===== config.mk =====
export PLATFORM = sky130hd
export DESIGN_NAME = pipe_mem_arbiter
export DESIGN_NICKNAME = d
export VERILOG_FILES = /design/src/rtl/pipe_mem_arbiter.sv
export SDC_FILE = /design/constraint.sdc
export NUM_CORES = 1
export LEC_CHECK = 0
export CORE_MARGIN = 5
export CORE_UTILIZATION = 38
export DETAILED_ROUTE_END_ITERATION = 16
export PLACE_DENSITY_LB_ADDON = 0.2
export SYNTH_ARGS = -nofsm -noshare
export SYNTH_HDL_FRONTEND = slang
export SYNTH_SLANG_ARGS = --single-unit

===== constraint.sdc =====
create_clock -name i_clk -period 1.9 [get_ports i_clk]
set_input_delay 0.285 -clock i_clk [delete_from_list [all_inputs] [get_ports i_clk]]
set_output_delay 0.285 -clock i_clk [all_outputs]
set_load 0.03 [all_outputs]

===== src/rtl/pipe_mem_arbiter.sv =====
// pipe_mem_arbiter
//   Shares one single-port, variable-latency unified memory between the
//   instruction-fetch port and the MEM-stage data port. Data wins by default.
//   A starvation counter forces a fetch grant after STARVE_LIM consecutive
//   data grants made while fetch was waiting. A wait counter aborts a
//   transaction that sees no mem_ready for TIMEOUT busy cycles and sets a
//   sticky error flag.
//
// Ports
//   i_clk, i_rst_n                 clock (rising edge), async active-low reset
//   i_if_req, i_if_addr            fetch request (held until o_if_ack) / address
//   o_if_rdata, o_if_ack           fetched word (held) / one-cycle completion
//   i_dm_req, i_dm_we              data request (held until o_dm_ack) / 1=store
//   i_dm_addr, i_dm_wdata          data address / store data
//   o_dm_rdata, o_dm_ack           load data (held) / one-cycle completion
//   o_mem_req, o_mem_we            registered memory request / write enable
//   o_mem_addr, o_mem_wdata        registered address / write data
//   i_mem_rdata, i_mem_ready       memory read data / one-cycle completion
//   o_stall_if, o_stall_mem        request pending and not yet acknowledged
//   o_err                          sticky timeout flag
module pipe_mem_arbiter #(
  parameter int unsigned STARVE_LIM = 4,
  parameter int unsigned TIMEOUT    = 15
) (
  input  logic        i_clk,
  input  logic        i_rst_n,
  input  logic        i_if_req,
  input  logic [31:0] i_if_addr,
  output logic [31:0] o_if_rdata,
  output logic        o_if_ack,
  input  logic        i_dm_req,
  input  logic        i_dm_we,
  input  logic [31:0] i_dm_addr,
  input  logic [31:0] i_dm_wdata,
  output logic [31:0] o_dm_rdata,
  output logic        o_dm_ack,
  output logic        o_mem_req,
  output logic        o_mem_we,
  output logic [31:0] o_mem_addr,
  output logic [31:0] o_mem_wdata,
  input  logic [31:0] i_mem_rdata,
  input  logic        i_mem_ready,
  output logic        o_stall_if,
  output logic        o_stall_mem,
  output logic        o_err
);

  localparam logic [1:0] S_IDLE    = 2'd0;
  localparam logic [1:0] S_IF_BUSY = 2'd1;
  localparam logic [1:0] S_DM_BUSY = 2'd2;

  localparam logic [2:0] C_STARVE_LIM = 3'(STARVE_LIM);
  localparam logic [3:0] C_TIMEOUT    = 4'(TIMEOUT);

  logic [1:0]  r_state;
  logic        r_mem_req;
  logic        r_mem_we;
  logic [31:0] r_mem_addr;
  logic [31:0] r_mem_wdata;
  logic        r_if_ack;
  logic        r_dm_ack;
  logic [31:0] r_if_rdata;
  logic [31:0] r_dm_rdata;
  logic        r_err;
  logic [2:0]  r_starve_cnt;
  logic [3:0]  r_wait_cnt;

  logic        w_grant_dm;
  logic        w_grant_if;
  logic        w_done;
  logic        w_abort;
  logic [31:0] w_rdata;

  always_comb begin
    w_grant_dm = i_dm_req & ((r_starve_cnt < C_STARVE_LIM) | ~i_if_req);
    w_grant_if = ~w_grant_dm & i_if_req;
    // mem_ready wins over an abort landing in the same cycle.
    w_abort    = ~i_mem_ready & (r_wait_cnt == C_TIMEOUT);
    w_done     = i_mem_ready | w_abort;
    w_rdata    = i_mem_ready ? i_mem_rdata : '0;
  end

  always_ff @(posedge i_clk or negedge i_rst_n) begin
    if (!i_rst_n) begin
      r_state      <= S_IDLE;
      r_mem_req    <= 1'b0;
      r_mem_we     <= 1'b0;
      r_mem_addr   <= '0;
      r_mem_wdata  <= '0;
      r_if_ack     <= 1'b0;
      r_dm_ack     <= 1'b0;
      r_if_rdata   <= '0;
      r_dm_rdata   <= '0;
      r_err        <= 1'b0;
      r_starve_cnt <= '0;
      r_wait_cnt   <= '0;
    end else begin
      r_if_ack <= 1'b0;
      r_dm_ack <= 1'b0;
      case (r_state)
        S_IDLE: begin
          if (w_grant_dm) begin
            r_state     <= S_DM_BUSY;
            r_mem_req   <= 1'b1;
            r_mem_we    <= i_dm_we;
            r_mem_addr  <= i_dm_addr;
            r_mem_wdata <= i_dm_wdata;
            r_wait_cnt  <= '0;
            if (i_if_req && (r_starve_cnt != '1)) begin
              r_starve_cnt <= r_starve_cnt + 3'd1;
            end
          end else if (w_grant_if) begin
            r_state      <= S_IF_BUSY;
            r_mem_req    <= 1'b1;
            r_mem_we     <= 1'b0;
            r_mem_addr   <= i_if_addr;
            r_mem_wdata  <= '0;
            r_wait_cnt   <= '0;
            r_starve_cnt <= '0;
          end
        end
        S_IF_BUSY, S_DM_BUSY: begin
          if (w_done) begin
            r_state   <= S_IDLE;
            r_mem_req <= 1'b0;
            if (w_abort) begin
              r_err <= 1'b1;
            end
            if (r_state == S_IF_BUSY) begin
              r_if_ack   <= 1'b1;
              r_if_rdata <= w_rdata;
            end else begin
              r_dm_ack <= 1'b1;
              // Stores never touch the load-data register.
              if (!r_mem_we) begin
                r_dm_rdata <= w_rdata;
              end
            end
          end else begin
            r_wait_cnt <= r_wait_cnt + 4'd1;
          end
        end
        default: begin
          r_state   <= S_IDLE;
          r_mem_req <= 1'b0;
        end
      endcase
    end
  end

  assign o_mem_req   = r_mem_req;
  assign o_mem_we    = r_mem_we;
  assign o_mem_addr  = r_mem_addr;
  assign o_mem_wdata = r_mem_wdata;
  assign o_if_ack    = r_if_ack;
  assign o_dm_ack    = r_dm_ack;
  assign o_if_rdata  = r_if_rdata;
  assign o_dm_rdata  = r_dm_rdata;
  assign o_err       = r_err;
  assign o_stall_if  = i_if_req & ~r_if_ack;
  assign o_stall_mem = i_dm_req & ~r_dm_ack;

endmodule


# Word level (Yosys, flattened, before mapping)
# Cells that the tools add are included.
[totals]
out_inout_bits = 135
latch_bits = 0
word_cells = 77
register_bits = 142
romBits = 0
mem_bits_rw = 0
in_bits = 134
memories = 0
[op_classes]
multipliers = 0
muxes = 28
n_div = 0
n_eq_ne = 8
addsub = 2
shifts = 0
order_cmp = 1
n_reduce_logical = 12
bitwise = 14
[ops]
columns = ["op", "n"]
rows = [
  ["$mux W32", 5],
  ["$mux W4", 3],
  ["$reduce_and A3 Y1", 4],
  ["$mux W1", 11],
  ["$mux W3", 3],
  ["$pmux W4 S2", 1],
  ["$not A1 Y1", 7],
  ["$mux W2", 3],
  ["$ne A3 B3 Y1 const B", 2],
  ["$and A1 B1 Y1", 5],
  ["$add A4 B1 Y4 const B", 1],
  ["$eq A4 B4 Y1 const B", 1],
  ["$ne A2 B2 Y1 const B", 2],
  ["$pmux W2 S2", 1],
  ["$reduce_and A2 Y1", 2],
  ["$reduce_and A4 Y1", 1],
  ["$reduce_bool A2 Y1", 2],
  ["$add A3 B1 Y3 const B", 1],
  ["$lt A3 B3 Y1 const B", 1],
  ["$eq A2 B1 Y1 const B", 1],
  ["$eq A2 B2 Y1 const B", 1],
  ["$logic_not A2 Y1", 1],
  ["$ne A2 B1 Y1 const B", 1],
  ["$or A1 B1 Y1", 2],
  ["other kinds (3)", 3],
]

# Longest topological paths before layout
# Gate-level depths: netlist (run 1).
[depth]
depth_word = 8
mapped_depth = 9
mapped_depth_nobuf = 6

# Least setup slack after synthesis (run 1)
# No wires, ideal clock.
[synth_timing]
path_kind = "register to register"
start = "reg r_state[0]"
end = "reg r_dm_rdata[18] (netlist: o_dm_rdata[18])"
stages_incl_launch_ff = 10
required_ns = 1.775
period_less_slack_ns = 1.960
setup_time_ns = 0.125
path_slack_ns = -0.060
n_path_buf = 3
arrival_ns = 1.835
path_cell_list = "dfrtp_1 > inv_1 > ha_1 > buf_2 > inv_2 > nor3_4 > nand2b_2 > buf_6 > buf_6 > mux2_4"
[synth_between]
elab_chain_len = 3
word_cells_on_any_way = 5
cone_classes = "eq/ne (2); bitwise (1); reduce/logical (2)"
[synth_rtl]
columns = ["element", "line", "source"]
rows = [
  ["from (decl)", "55", "logic [1:0] r_state;"],
  ["from (signal assigned)", "85", "r_state <= S_IDLE;"],
  ["from (signal assigned)", "103", "r_state <= S_DM_BUSY;"],
  ["from (signal assigned)", "113", "r_state <= S_IF_BUSY;"],
  ["$eq A2 B1 Y1 / $eq A2 B2 Y1 (equally long branches)", "100, 129", ""],
  ["$reduce_or A2 Y1 / $not A1 Y1 (equally long branches)", "--", ""],
  ["$reduce_and A4 Y1 (no source line) *", "--", ""],
  ["to (signal assigned)", "136", "r_dm_rdata <= w_rdata;"],
  ["to (decl)", "63", "logic [31:0] r_dm_rdata;"],
]
# Every way passes the cells marked *; elsewhere a longest branch is shown, timed or not.
# A chain may end at the register's enable or synchronous reset.

# Final worst setup path (run 1)
[layout_timing]
start = "reg r_wait_cnt[0]"
end = "reg r_if_rdata[25] (netlist: o_if_rdata[25])"
[layout_between]
elab_chain_len = 4
[layout_rtl]
columns = ["element", "line", "source"]
rows = [
  ["from (decl)", "66", "logic [3:0] r_wait_cnt;"],
  ["from (signal assigned)", "140", "r_wait_cnt <= r_wait_cnt + 4'd1;"],
  ["$eq A4 B4 Y1", "78", "w_abort = ~i_mem_ready & (r_wait_cnt == C_TIMEOUT);"],
  ["$and A1 B1 Y1", "78", ""],
  ["$or A1 B1 Y1", "79", "w_done = i_mem_ready | w_abort;"],
  ["$reduce_and A3 Y1 (no source line)", "--", ""],
  ["to (signal assigned)", "131", "r_if_rdata <= w_rdata;"],
  ["to (decl)", "62", "logic [31:0] r_if_rdata;"],
]
# No other way between the ends.

==> flow_metrics.tcl, run 1 <==
set metrics [dict create \
    endpoint_kind "register" \
    fmax_mhz 562 \
    firstDrtPassIters 4 \
    synth_edf_count 0 \
    core_area_um2 15200 \
    antenna_found_initial 0 \
    wirelength_um 17000 \
    place.gp.congestion 0.772 \
    power.switching_mw 6.38 \
    layout.cells.most_common_list "clkdlybuf4s50_1, dfrtp_1, nand2_1" \
    leakage_nw 4.24 \
    num_rows 45 \
    vdd_drop_max_v 0.000829 \
    yosys.area.top_type_share_pct 60.3 \
    wire_per_inst_um 17.7 \
    diodes 0 \
    nFillCells 1259 \
    drc 0 \
    initial_core_util_pct 38.7 \
    reg2reg_depth 5 \
    final_common_cell "clkdlybuf4s50_1" \
    cts_root_buffer "clkbuf_16" \
    slew_viol_final 0 \
    finClkSkew_ps 10.2 \
    outcome "completed" \
    fin_crit_sh_pct 93.7 \
    crit_required_ps 2180 \
    htreeDepth 4 \
    power_density_nw_per_um2 1680 \
    clk_pin_slew_ps 50 \
    grt_use_total_pct 19.3 \
    post-dp-hpwl_um 12900 \
    crit_arrival_ps 2060 \
    worst_pin_slew_ps 423 \
    clock_latency_ps 410 \
    grt_pass1_vias 5257 \
    cts_setup_buffers 0 \
    r2r_slack_ps 120 \
    finalSetupTns_ps 0 \
    ios 269 \
    ys_types 32 \
    dieArea_um2 18100 \
    pre_cts_slack_ps 7.59 \
    min_period_ps 1780 \
    crit_type "reg2reg" \
    grt_pass1_wl_um 27500 \
    clock-sinks 142 \
    die_height_um 135 \
    dr_total_vias 4738 \
    hold_viol_final 0 \
    grt_max_degree 72 \
    syn-instance-count 494 \
    internal-power_mw 9.47 \
    setup.worst_path.start_class "register" \
    ant_nets 0 \
    port_buffers 268 \
    ys.flop_type "dfrtp_1" \
    clock_path_buffers 2 \
    numCtsBuffers 17 \
    rr_startpoint "r_wait_cnt[0]" \
    synthesis.area_um2 5890 \
    yosys_warnings 0 \
    crit-reg2reg-capture "o_if_rdata[25]" \
    via_per_inst 4.91 \
    synth_area_leader_cell "dfrtp_1" \
    grt_overflow 0 \
    design_area_um2 9420 \
    yosysSeqAreaShare_pct 60.3 \
    syn_avg_cell_area_um2 11.9 \
    worstHoldPathType "in2async" \
    multi_input_area_um2 2170 \
    die_w_um 135 \
    final_layout_size_suffix_gt1_share_pct 11.0 \
    worst_slack_ps 120 \
    seqCellArea_um2 3550 \
    dpl_cell_area_um2 8900 \
    finalNetCount 905 \
    cp_max_fo 27 \
    swShare_pct 40.2 \
    rsz0062_at_grt "false" \
    synth_seq_cells 142 \
    synth.net_count 633 \
    seqPwrFrac_pct 31.8 \
    power.total_mw 15.8 \
    ys_top_cells_by_area "dfrtp_1, a22o_1, mux2i_1" \
    synthArstFlopShare_pct 100 \
    tritoncts "yes" \
    drv_cap 0 \
    drt_iter0_drc 205 \
    p_comb_share_pct 50.1 \
    syn2layout_area_growth_pct 59.9 \
    p_clk_share_pct 18.1 \
    max_slew_margin_pct 71.8 \
    finalSetupViolCount 0 \
]
[critical path, cell delays in order (launching register included)]
cell      delay, ps
dfrtp_1         400
ha_1            260
a31oi_2         240
nand3b_1        200
buf_12          200
mux2_2          350
[routing by layer]
| metal | vias up | part of all wire [%] | track usage [%] |
|---|---|---|---|
| met3 | 14 | 9.0 | 8.08 |
| li1 | 2260 | - | - |
| met4 | 0 | 1.4 | 5.77 |
| met1 | 2303 | 40 | 22.6 |
| met5 | - | 0 | 0 |
| met2 | 161 | 50 | 32.4 |
[cell usage after synthesis, types with 2 or more instances]
| cell type | count |
|---|---|
| o21ai_0 | 54 |
| clkbuf_1 | 16 |
| inv_1 | 5 |
| nor2_1 | 23 |
| buf_2 | 15 |
| dfrtp_1 | 142 |
| a21oi_1 | 5 |
| mux2i_1 | 33 |
| and2_1 | 17 |
| a22o_1 | 50 |
| ha_1 | 5 |
| nand2_1 | 74 |
| mux2_4 | 13 |
| nand3_1 | 3 |
| o2bb2ai_1 | 2 |
| mux2_2 | 18 |
| buf_6 | 3 |
| nand2b_1 | 2 |
[metrics by stage]
stage               hold slack (ps)  util, %  cells
global placement                206     58.5    934
floorplan                     -10.6        -    494
global route                    374     62.0    964
detailed placement              210     58.5    934
CTS                             350     61.9    964
finish                          349     62.0    964
[registers in the layout, indices dropped and copies added (netlist names)]
signal,flops
o_dm_rdata,32
o_dm_ack,1
o_mem_req,1
r_state,2
r_starve_cnt,3
r_wait_cnt,4
o_mem_we,1
o_if_rdata,32
o_mem_addr,32
o_if_ack,1
o_err,1
o_mem_wdata,32
[layout make-up]
type	count	share of cell area (%)
Tap cell	188	2.50
Timing Repair Buffer	288	31.1
Clock inverter	6	0.425
Clock buffer	23	4.97
Multi-Input combinational cell	311	23.0
Sequential cell	142	37.7
Inverter	6	0.239
[worst max-delay path by stage]
stage / cells after the start / slack [ps] / startpoint / endpoint
global route: 6 / 20 / r_wait_cnt[1] / r_wait_cnt[0]
global placement: 5 / 30 / i_mem_ready / o_if_rdata[19]
detailed placement: 5 / 8 / i_mem_ready / o_if_rdata[21]
floorplan: 9 / 2 / r_state[0] / o_dm_rdata[18]
finish: 5 / 120 / r_wait_cnt[0] / o_if_rdata[25]
CTS: 1 / 90 / o_mem_req / o_mem_req
[power groups by stage]
| stage | combinational (mW) | clock [mW] | sequential, mW |
|---|---|---|---|
| after detailed placement | 8.02 | 0 | 5.07 |
| after floorplan | 2.31 | 0 | 7.22 |
| after global placement | 7.88 | 0 | 5.02 |
| final | 7.93 | 2.87 | 5.04 |
| after CTS | 8.03 | 2.96 | 5.06 |
| after global routing | 8.44 | 3.08 | 5.21 |
[logic make-up after synthesis]
logic type,count (synthesis),synth area share [%]
buf+inv,41,3.31
simple gates,124,9.22
mux,64,12.4
flops,142,60.3
fa+ha+maj,5,1.06
compound gates,118,13.7
[timing repair]
| item | in CTS | in global routing |
|---|---|---|
| resized for setup | 1 | 2 |
| endpoints found under the hold margin | 31 | 0 |
| endpoints found under the setup margin | 1 | 1 |
| hold buffers | 1 | 0 |
(Power assumes the default switching activity.)
==> run 2: changes to the inputs <==
- CORE_UTILIZATION: 38 -> 42
- clock period: 1.9 -> 1.8 ns (I/O delays scaled with it)
==> run 2 against run 1 <==
Net effect:
- die area decreased by 8.8%
- critical path depth shrank 4
- wire length decreased by 0.72%
- largest cell class unchanged
- sequential power is 5.2% higher
- critical endpoint is now o_dm_rdata[12]
==> flow_metrics.tcl, run 2 (synthesis gave the netlist of run 1 again) <==
set metrics [dict create \
    crit_arrival_ps 1480 \
    syn2layout_area_growth_pct 64.1 \
    design_area_um2 9670 \
    internal-power_mw 11.0 \
    hold_viol_final 0 \
    num_rows 43 \
    crit-reg2reg-capture "o_dm_rdata[31]" \
    grt_overflow 0 \
    dieArea_um2 16500 \
    worst_slack_ps 52.0 \
    finalSetupViolCount 0 \
    cp.depth 1 \
    final_layout_size_suffix_gt1_share_pct 12.4 \
    finClkSkew_ps 5.75 \
    path_cells "clkdlybuf4s50_1" \
    cp_max_fo 2 \
    p_comb_share_pct 47.7 \
    drt_iter0_drc 229 \
    port_buffers 268 \
    layout.cells.most_common_list "clkdlybuf4s50_1, dfrtp_1, nand2_1" \
    power.switching_mw 6.81 \
    multi_input_area_um2 2190 \
    finalSetupTns_ps 0 \
    critPathSlowestCell "clkdlybuf4s50_1" \
    outcome "completed" \
    grt_pass1_wl_um 26700 \
    critical_path.endpoint "o_dm_rdata[12]" \
    clock_path_buffers 2 \
    pre_cts_slack_ps -84.7 \
    firstDrtPassIters 4 \
    finalNetCount 910 \
    worst_pin_slew_ps 441 \
    post-dp-hpwl_um 12600 \
    path_buf_inv 1 \
    p_clk_share_pct 22.6 \
    power.total_mw 17.8 \
    initial_core_util_pct 42.6 \
    grt_use_total_pct 20.7 \
    fin_crit_sh_pct 97.1 \
    drv_cap 0 \
    slew_viol_final 0 \
    crit_type "reg2out" \
    fmax_mhz 572 \
    via_per_inst 5.00 \
    seqCellArea_um2 3550 \
    r2r_slack_ps 110 \
    max_slew_margin_pct 70.6 \
    grt_pass1_vias 5168 \
    die_w_um 128 \
    swShare_pct 38.2 \
    wire_per_inst_um 17.6 \
    power_density_nw_per_um2 1840 \
    wirelength_um 16900 \
    nFillCells 965 \
    grt_max_degree 98 \
    cp_top_family "buffers and inverters" \
    numCtsBuffers 17 \
    rsz0062_at_grt "false" \
    rr_startpoint "r_state[0]" \
    min_period_ps 1750 \
    cp_slowest_stage_delay_ps 690 \
    cts_root_buffer "clkbuf_16" \
    tritoncts "yes" \
    crit_required_ps 1530 \
    setup.worst_path.start_class "register" \
    place.gp.congestion 0.822 \
    clock_latency_ps 410 \
    setup.worst_path.start "o_dm_rdata[12]" \
    dpl_cell_area_um2 8910 \
    dp.cells 929 \
    ios 269 \
    reg2reg_depth 8 \
    diodes 0 \
    core_area_um2 13800 \
    worstHoldPathType "in2async" \
    clock-sinks 142 \
    fin_cells 964 \
    dr_total_vias 4820 \
    clk_pin_slew_ps 60 \
    htreeDepth 4 \
    leakage_nw 4.45 \
    seqPwrFrac_pct 29.7 \
    ant_nets 0 \
    final_common_cell "clkdlybuf4s50_1" \
    endpoint_kind "primary output" \
    die_height_um 128 \
    drc 0 \
    antenna_found_initial 0 \
    vdd_drop_max_v 0.00114 \
]
run 2: cell types whose count changed in the layout (fill, tap and decap cells not counted), moves of 2 or more:
| cell | delta |
|---|---|
| clkdlybuf4s50_1 | -7 |
| bufinv_16 | +6 |
| dlymetal6s2s_1 | +6 |
| buf_4 | +4 |
| clkbuf_1 | -3 |
| clkinvlp_4 | -3 |
| clkbuf_8 | +2 |
| ha_1 | -2 |
run 2: layout make-up:
| class | count | share of cell area [%] |
|---|---|---|
| Timing Repair Buffer | 293 | 30.9 |
| Inverter | 6 | 0.259 |
| Tap cell | 180 | 2.33 |
| Multi-Input combinational cell | 311 | 22.6 |
| Clock buffer | 22 | 5.01 |
| Clock inverter | 10 | 2.14 |
| Sequential cell | 142 | 36.7 |
run 2: power groups by stage:
stage	sequential [mW]	clock [mW]	combinational, mW
final	5.30	4.03	8.50
after global routing	5.46	4.25	9.00
after global placement	5.29	0	8.35
after CTS	5.31	4.12	8.54
after floorplan	7.62	0	2.45
after detailed placement	5.32	0	8.54
run 2: stage by stage:
| step | util [%] | hold WS [ps] |
|---|---|---|
| 3_3_place_gp | 64.5 | 114 |
| 4_1_cts | 69.5 | 245 |
| 3_5_place_dp | 64.5 | 115 |
| 2_1_floorplan | - | -25.6 |
| 5_1_grt | 69.9 | 283 |
| 6_report | 69.9 | 268 |
run 2: metal layers:
layer	global-route usage (%)	vias to the layer above	part of all wire (%)
met1	24.2	2327	39
li1	-	2283	-
met5	0	-	0
met3	7.35	38	7.6
met4	8.86	0	3.5
met2	34.5	172	50
run 2: how the worst min path moves through the flow:
stage,from,endpoint,slack (ps),cells past startpoint
global placement,i_rst_n,o_mem_addr[20],110,1
floorplan,i_rst_n,o_dm_ack,-30,0
finish,i_rst_n,o_mem_addr[23],270,2
detailed placement,i_rst_n,o_mem_addr[20],120,1
global route,i_rst_n,o_mem_addr[16],280,2
CTS,i_rst_n,o_mem_addr[20],240,2
run 2: what timing repair did:
action | in CTS | in global routing
endpoints found under the setup margin | 2 | 48
hold endpoints to repair | 107 | 0
setup buffers | 0 | 2
gates resized for setup | 2 | 12
hold buffers | 1 | 0
==> run 3: changes to the inputs <==
- CELL_PAD_IN_SITES_DETAIL_PLACEMENT: not set -> 0
- CELL_PAD_IN_SITES_GLOBAL_PLACEMENT: not set -> 1
- CORE_UTILIZATION: 42 -> 31
==> run 3 against run 2 <==
Net effect:
- count of clock-buffer cells in the layout is 2 lower
- final cell count is 5.5% higher
- sequential cell count stayed put
- setup slack better by 0.68 ps
- via count is 2.1% lower
- clock skew is 1.5 ps higher
- final area is 0.21% lower
- die area is 33% higher
- global-route usage is 4.3 points lower
- first-iteration DRC count is 0.87% lower
- register-to-register slack worse by 40 ps
- critical endpoint is now o_dm_rdata[7]
- largest power group unchanged
==> flow_metrics.tcl, run 3 (synthesis gave the netlist of run 1 again) <==
set metrics [dict create \
    outcome "completed" \
    die_height_um 148 \
    tritoncts "yes" \
    place.gp.congestion 0.757 \
    crit_required_ps 1530 \
    finalSetupViolCount 0 \
    cp.depth 1 \
    worst_pin_slew_ps 369 \
    path_cells "clkdlybuf4s50_1" \
    drt_iter0_drc 227 \
    antenna_found_initial 0 \
    grt_use_total_pct 16.4 \
    power_density_nw_per_um2 1800 \
    die_w_um 148 \
    pre_cts_slack_ps -62.2 \
    clk_pin_slew_ps 60 \
    slew_viol_final 0 \
    diodes 0 \
    grt_pass1_wl_um 28300 \
    clock_latency_ps 410 \
    final_common_cell "clkdlybuf4s50_1" \
    hold_viol_final 0 \
    seqCellArea_um2 3550 \
    multi_input_area_um2 2190 \
    wire_per_inst_um 17.4 \
    cp_slowest_stage_delay_ps 690 \
    crit_arrival_ps 1480 \
    cp_top_family "buffers and inverters" \
    core_area_um2 18700 \
    drc 0 \
    port_buffers 268 \
    clock-sinks 142 \
    layout.cells.most_common_list "clkdlybuf4s50_1, dfrtp_1, nand2_1" \
    fmax_mhz 572 \
    cp_max_fo 2 \
    numCtsBuffers 17 \
    via_per_inst 4.64 \
    firstDrtPassIters 4 \
    wirelength_um 17700 \
    path_buf_inv 1 \
    fin_crit_sh_pct 97.1 \
    ios 269 \
    reg2reg_depth 6 \
    fin_util_pct 51.6 \
    dr_total_vias 4721 \
    ant_nets 0 \
    min_period_ps 1750 \
    num_rows 50 \
    worstHoldPathType "in2async" \
    cts_root_buffer "clkbuf_16" \
    setup.worst_path.start_class "register" \
    endpoint_kind "primary output" \
    drv_cap 0 \
    max_slew_margin_pct 75.3 \
    crit_type "reg2out" \
    dieArea_um2 21900 \
    leakage_nw 4.39 \
    post-dp-hpwl_um 13300 \
    grt_overflow 0 \
    clock_path_buffers 2 \
    syn2layout_area_growth_pct 63.8 \
    vdd_drop_max_v 0.000796 \
    critPathSlowestCell "clkdlybuf4s50_1" \
    worst_slack_ps 52.7 \
    grt_pass1_vias 5156 \
    htreeDepth 4 \
    finClkSkew_ps 7.29 \
    final_layout_size_suffix_gt1_share_pct 12.1 \
    grt_max_degree 70 \
    finalNetCount 909 \
    rsz0062_at_grt "false" \
    initial_core_util_pct 31.5 \
    nFillCells 1658 \
]
## run 3: changes by cell type in the layout (fill, tap and decap cells not counted), sizes merged
cell,previous run,this run
dlygate4sd2,2,0
bufinv,6,3
dlymetal6s2s,6,5
clkbuf,22,20
inv,6,9
clkinvlp,1,3
clkdlybuf4s50,257,259
## run 3: worst paths after layout
path	start	to	slack, ps
max	o_dm_rdata[7]	o_dm_rdata[7]	50
min	i_rst_n	o_mem_wdata[16]	310
max reg2reg	r_wait_cnt[0]	o_dm_rdata[16]	70
min reg2reg	o_err	o_err	470
max in group asynchronous	i_rst_n	o_mem_addr[15]	840
min in group i_clk	i_mem_rdata[11]	o_if_rdata[11]	450
## run 3: through the flow
| stage | power (mW) | hold slack [ps] | cells | TNS [ps] | instance area, um2 |
|---|---|---|---|---|---|
| floorplan | 10.1 | -25.6 | 494 | -1500 | 5900 |
| global placement | 13.8 | 179 | 984 | -519 | 9000 |
| detailed placement | 14.0 | 184 | 984 | -1190 | 9000 |
| CTS | 17.7 | 302 | 1017 | 0 | 9610 |
| global route | 18.4 | 331 | 1017 | 0 | 9650 |
| finish | 17.4 | 314 | 1017 | 0 | 9650 |
## run 3: layout make-up
class	instances	area share, %
Clock buffer	20	4.63
Clock inverter	12	1.66
Inverter	6	0.259
Multi-Input combinational cell	311	22.7
Sequential cell	142	36.8
Tap cell	234	3.03
Timing Repair Buffer	292	30.9
## run 3: report_power, final
part	switching [mW]	leakage, nW	internal (mW)	total, mW
Sequential	0.777	1.82	4.50	5.28
Clock	1.36	0.289	2.23	3.59
Combinational	4.74	2.28	3.80	8.54
Total	6.87	4.39	10.5	17.4
## run 3: metal layers
| metal | part of all wire [%] | wire length, um | GRT usage [%] | vias to the layer above |
|---|---|---|---|---|
| li1 | - | - | - | 2276 |
| met1 | 39 | 6870 | 18.7 | 2282 |
| met2 | 53 | 9450 | 29.3 | 142 |
| met3 | 6.0 | 1060 | 4.97 | 21 |
| met4 | 1.7 | 296 | 5.22 | 0 |
| met5 | 0 | 0 | 0 | - |
## run 3: timing repair
| item | in CTS | in global routing |
|---|---|---|
| hold buffers | 1 | 0 |
| setup buffers | 0 | 0 |
| setup endpoints to repair | 0 | 8 |
| hold endpoints to repair | 33 | 0 |
| resized for setup | 0 | 8 |
